==> src/rtl/gcd_if.sv <==
// Start/operand/result bundle for the GCD engine.
// The master drives the operands, the slave returns status and result.
interface gcd_if #(
    parameter int WIDTH = 16
);
    logic             start;
    logic [WIDTH-1:0] a_in;
    logic [WIDTH-1:0] b_in;
    logic             busy;
    logic             done;
    logic [WIDTH-1:0] gcd_out;
    logic [WIDTH-1:0] iter_count;

    modport master (
        output start, a_in, b_in,
        input  busy, done, gcd_out, iter_count
    );

    modport slave (
        input  start, a_in, b_in,
        output busy, done, gcd_out, iter_count
    );
endinterface

==> src/rtl/gcd_unit.sv <==
// Iterative GCD engine, one reduction step per clock.
// MODE 0 uses subtractive Euclid, MODE 1 uses binary Stein.
module gcd_unit #(
    parameter int WIDTH = 16,
    parameter int MODE  = 0
) (
    input  logic clk,
    input  logic rst,
    gcd_if.slave bus
);
    localparam int KW = $clog2(WIDTH) + 1;

    typedef enum logic [1:0] {IDLE, CALC, DONE} state_t;

    state_t           state_q, state_d;
    logic [WIDTH-1:0] a_q, a_d;
    logic [WIDTH-1:0] b_q, b_d;
    logic [WIDTH-1:0] step_q, step_d;
    logic [WIDTH-1:0] res_q, res_d;
    logic [WIDTH-1:0] iter_q, iter_d;
    logic [KW-1:0]    k_q, k_d;

    logic             term;
    logic [WIDTH-1:0] result;
    logic [WIDTH-1:0] ab_or;
    logic [WIDTH-1:0] step_inc;

    always_comb begin
        ab_or    = a_q | b_q;
        step_inc = (&step_q) ? step_q : step_q + 1'b1;
        if (MODE == 0) begin
            term   = (a_q == '0) || (b_q == '0) || (a_q == b_q);
            result = (a_q == '0) ? b_q : a_q;
        end else begin
            term   = (a_q == '0) || (b_q == '0);
            result = ab_or << k_q;
        end
    end

    always_comb begin
        state_d = state_q;
        a_d     = a_q;
        b_d     = b_q;
        k_d     = k_q;
        step_d  = step_q;
        res_d   = res_q;
        iter_d  = iter_q;
        unique case (state_q)
            IDLE: begin
                if (bus.start) begin
                    a_d     = bus.a_in;
                    b_d     = bus.b_in;
                    k_d     = '0;
                    step_d  = '0;
                    state_d = CALC;
                end
            end
            CALC: begin
                if (term) begin
                    res_d   = result;
                    iter_d  = step_q;
                    state_d = DONE;
                end else begin
                    step_d = step_inc;
                    if (MODE == 0) begin
                        if (a_q > b_q) a_d = a_q - b_q;
                        else           b_d = b_q - a_q;
                    end else begin
                        // Shared factors of two are counted in k and restored at the end
                        if (!a_q[0] && !b_q[0]) begin
                            a_d = a_q >> 1;
                            b_d = b_q >> 1;
                            k_d = k_q + 1'b1;
                        end else if (!a_q[0]) begin
                            a_d = a_q >> 1;
                        end else if (!b_q[0]) begin
                            b_d = b_q >> 1;
                        end else if (a_q >= b_q) begin
                            a_d = (a_q - b_q) >> 1;
                        end else begin
                            b_d = (b_q - a_q) >> 1;
                        end
                    end
                end
            end
            DONE:    state_d = IDLE;
            default: state_d = IDLE;
        endcase
    end

    always_ff @(posedge clk or posedge rst) begin
        if (rst) begin
            state_q <= IDLE;
            a_q     <= '0;
            b_q     <= '0;
            k_q     <= '0;
            step_q  <= '0;
            res_q   <= '0;
            iter_q  <= '0;
        end else begin
            state_q <= state_d;
            a_q     <= a_d;
            b_q     <= b_d;
            k_q     <= k_d;
            step_q  <= step_d;
            res_q   <= res_d;
            iter_q  <= iter_d;
        end
    end

    assign bus.busy       = (state_q == CALC);
    assign bus.done       = (state_q == DONE);
    assign bus.gcd_out    = res_q;
    assign bus.iter_count = iter_q;
endmodule

==> src/flat_wrapper.sv <==
// flat-port wrapper written by rule: the top's interface ports become plain ports
module gcd_unit_flat 
#(
    parameter int WIDTH = 16,
    parameter int MODE  = 0
)
  (clk, rst, bus_start, bus_a_in, bus_b_in, bus_busy, bus_done, bus_gcd_out, bus_iter_count);
  gcd_if #(.WIDTH(WIDTH)) bus_i ();
  input  logic clk;
  input  logic rst;
  input wire logic [$bits(bus_i.start)-1:0] bus_start;
  input wire logic [$bits(bus_i.a_in)-1:0] bus_a_in;
  input wire logic [$bits(bus_i.b_in)-1:0] bus_b_in;
  output wire logic [$bits(bus_i.busy)-1:0] bus_busy;
  output wire logic [$bits(bus_i.done)-1:0] bus_done;
  output wire logic [$bits(bus_i.gcd_out)-1:0] bus_gcd_out;
  output wire logic [$bits(bus_i.iter_count)-1:0] bus_iter_count;
  assign bus_i.start = bus_start;
  assign bus_i.a_in = bus_a_in;
  assign bus_i.b_in = bus_b_in;
  assign bus_busy = bus_i.busy;
  assign bus_done = bus_i.done;
  assign bus_gcd_out = bus_i.gcd_out;
  assign bus_iter_count = bus_i.iter_count;
  gcd_unit #(.WIDTH(WIDTH), .MODE(MODE)) u_core (.clk(clk), .rst(rst), .bus(bus_i));
endmodule
==> config.mk <==
export PLATFORM = sky130hd
export DESIGN_NAME = gcd_unit_flat
export DESIGN_NICKNAME = d
export VERILOG_FILES = /design/src/rtl/gcd_if.sv /design/src/rtl/gcd_unit.sv /design/src/flat_wrapper.sv
export SDC_FILE = /design/constraint.sdc
export NUM_CORES = 1
export LEC_CHECK = 0
export CORE_MARGIN = 5
export CORE_UTILIZATION = 25
export DETAILED_ROUTE_END_ITERATION = 12
export SETUP_SLACK_MARGIN = 0.5
export SLEW_MARGIN = 5
export SYNTH_ARGS = -nofsm -noshare
export SYNTH_HDL_FRONTEND = slang
export SYNTH_SLANG_ARGS = --single-unit
==> constraint.sdc <==
create_clock -name clk -period 3.1 [get_ports clk]
set_clock_uncertainty 0.1 [all_clocks]
set_input_delay 0.93 -clock clk [delete_from_list [all_inputs] [get_ports clk]]
set_output_delay 0.93 -clock clk [all_outputs]
set_load 0.01 [all_outputs]
==> metrics.md <==
| Metric | Value |
|---|---|
| Number of flops mapped to enable cells by yosys | `0` |
| Max Clock Freq | `approximately 390 MHz` |
| Syn Inst Count | `a little over 600` |
| Syn Area/Cell | `roughly 8.7 um2` |
| Ant. Diodes | `0` |
| PortBufs | `68` |
| Cts hold-fix bufs | `0` |
| CP endpoint kind | `flop` |
| First-pass GRT wire length | `25.2 mm` |
| HP Start | `u_core.bus.iter_count[5]` |
| Worst reg-to-reg path cell count | `8` |
| Seq cells post-synth | `82` |
| Most common cell after layout, fill and taps aside | `dfrtp_1` |
| Syn_nets | `677` |
| Antenna violations before repair | `0` |
| Die height | `about 160 um` |
| CTS max path bufs | `2` |
| Endpoint of the worst hold path | `u_core.bus.iter_count[5]` |
| Initial DRC Count | `around 330` |
| TNS Setup | `0 ns` |
| Seq/Total Area, Yosys | `between 30 and 40%` |
| Via count | `4965` |
| Final #Nets | `~800` |
| Synth unique cells | `57` |
| CORE AREA | `approximately 0.021 mm2` |
| GP Congestion | `0.867` |
| Most frequent cells in the layout | `dfrtp_1 (72), a21oi_1 (67), clkdlybuf4s50_1 (67)` |
| Largest net degree at the start of global routing | `57` |
| Status | `completed` |
| Worst slew pin tran | `about 0.60 ns` |
| Worst flop-to-flop path endpoint | `u_core.a_q[14]` |
| Flop-to-flop setup slack | `roughly 0.50 ns` |
| Share of cells above drive strength 1 | `approximately a quarter` |
| Average wire per standard cell | `about 17 um` |
| Required @ worst endpoint | `between 3 and 4 ns` |
| Main synth FF type | `dfrtp_1` |
| Area of placed instances | `about 0.0064 mm2` |
| Yosys top cell area share | `38.8%` |
| Die width | `156 um` |
| Startpoint types | `flop` |
| Clk root buf | `clkbuf_16` |
| RSZ-0062 raised after global routing | `true` |
| RR Startpoint | `u_core.a_q[8]` |
| Final period util | `~84%` |
| DRT Pass-1 Iters | `5` |
| Max rail drop VDD | `~0.28 mV` |
| Hold path depth | `1` |
| Pwr/cell area | `roughly 330 mW/mm2` |
| Critical path fanouts, max | `7` |
| Hpwl dp | `roughly 12 mm` |
| Number of synthesis warnings | `0` |
| Via count of the first global-routing pass | `4556` |
| Total Wirelength | `between 15 and 20 mm` |
| Design Area, Final | `between 0.007 and 0.008 mm2` |
| CTS Buf Count | `9` |
| Initial cell density of the core | `between 20% and 30%` |
| Clock Pin Slew Worst Setup and Hold Paths | `roughly 0.070 ns` |
| Critical Path AT | `2.74 ns` |
| H-tree Lvls | `3` |
| Synth area leaders | `dfrtp_1 (39%), ha_1 (7.6%), a21oi_1 (6.9%), nand2_1 (4.7%), nor2_1 (4.5%)` |
| Yosys top cell by area | `dfrtp_1` |
| Clock Sinks | `roughly 80` |
| Post-route ant nets | `0` |
| Grt ovf | `0` |
| Gr usage total | `a little over an eighth` |
| Asr flop ratio synth | `between 90% and 100%` |
| Min cycle time layout | `between 2 and 3 ns` |
| Placed instance count | `955` |
| DIE AREA | `0.0242 mm2` |
| Max Cap Viol | `0` |
| Max transition margin | `between 60 and 70%` |
| Min-Delay Path Class | `reg -> reg` |
| Setup violators final | `0` |
| Row count | `53` |
| Drc violations | `0` |
| CTS tree | `built` |
| Synthesized area | `approximately 0.0053 mm2` |
| Final hold vios | `0` |
| Worst setup path class | `reg -> reg` |
| Max Slew Vio Count | `0` |
| P_leak | `3.31 nW` |
| Ports | `69` |
| Final Instance Count excl. Fillers | `about 1.0k` |
| Area grow syn2layout | `42.5%` |
| Via density per instance | `approximately 4.9` |
| Clock insertion delay at the later pin of the skew report | `around 0.35 ns` |
[Yosys cell counts, drive strengths merged (5+ instances only)]
cell type and n:
dfrtp 82, a21oi 74, nand2 66, nor2 63
inv 40, o21ai 36, ha 32, xor2 23
buf 21, mux2 20, a31oi 16, clkbuf 13
nand3 12, nand4 11, xnor2 11, nor4 8
nand2b 7, a211oi 6, nor2b 6, and3 5
nor3 5, o21a 5
[where the power goes]
| part | switching (W) | internal (W) |
|---|---|---|
| logic | 0.0000946 | 0.000107 |
| clock network | 0.000460 | 0.000668 |
| registers | 0.0000636 | 0.00111 |
| total | 0.000619 | 0.00189 |
[through the flow]
step / hold slack (ns) / util (%) / setup WS, ns / power, W
2_1_floorplan: 0.384 / - / 0.502 / 0.00127
3_3_place_gp: 0.389 / 30.8 / 0.187 / 0.00136
3_5_place_dp: 0.395 / 30.8 / 0.201 / 0.00136
4_1_cts: 0.410 / 34.0 / 0.470 / 0.00248
5_1_grt: 0.425 / 36.0 / 0.405 / 0.00259
6_report: 0.405 / 36.0 / 0.504 / 0.00251
[how the worst max path moves through the flow]
stage | startpoint | to | slack, ns | cells past startpoint
after CTS | u_core.a_q[0] | u_core.a_q[14] | 0.47 | 10
after detailed placement | bus_start | u_core.step_q[5] | 0.20 | 7
after global routing | u_core.a_q[0] | u_core.bus.gcd_out[1] | 0.41 | 9
after global placement | bus_start | u_core.step_q[5] | 0.19 | 7
final | u_core.a_q[8] | u_core.a_q[14] | 0.50 | 8
after floorplan | u_core.b_q[8] | u_core.bus.iter_count[15] | 0.50 | 8
[repair_timing]
action                     CTS  global route
resized for setup           49            50
buffers inserted            17            23
pin swaps                    9            20
cloned                       1             2
hold endpoints to repair     0             0
setup endpoints to repair   70            77
[critical path: stages, from the launching register on]
cell      delay, ns
dfrtp_1        0.43
ha_1           0.37
buf_4          0.18
and2_1         0.22
nand3_1        0.19
o221ai_1       0.46
a211oi_2       0.15
xnor2_1        0.15
a31o_2         0.24
[layer usage]
metal | share of wire (%) | track usage [%] | vias to the layer above
li1 | - | - | 2375
met1 | 45 | 18.5 | 2386
met2 | 48 | 21.4 | 178
met3 | 5.6 | 2.20 | 26
met4 | 1.3 | 2.83 | 0
met5 | 0 | 0 | -
[state kept, by name, summed over array words and instances (netlist names)]
| register | flops |
|---|---|
| u_core.step_q | 16 |
| u_core.a_q | 16 |
| u_core.b_q | 16 |
| u_core.bus.iter_count | 16 |
| u_core.bus.gcd_out | 16 |
| u_core.state_q | 2 |
[cell type report]
| cell class | count | area, um2 |
|---|---|---|
| tap | 275 | 344 |
| clock buffer | 12 | 256 |
| inverter | 40 | 154 |
| timing repair buffer | 149 | 1390 |
| fill | 2126 | 13400 |
| multi-input combinational | 452 | 3280 |
| sequential | 82 | 2060 |
| clock inverter | 4 | 50.0 |
[cells by family after synthesis]
group           Yosys count  share of synthesized area, %
compound gates          162                          18.3
xor+xnor                 34                          5.63
fa+ha+maj                34                          8.32
buf+inv                  74                          6.10
flops                    82                          38.8
mux                      24                          5.08
simple gates            198                          17.8
(Power assumes the default switching activity.)
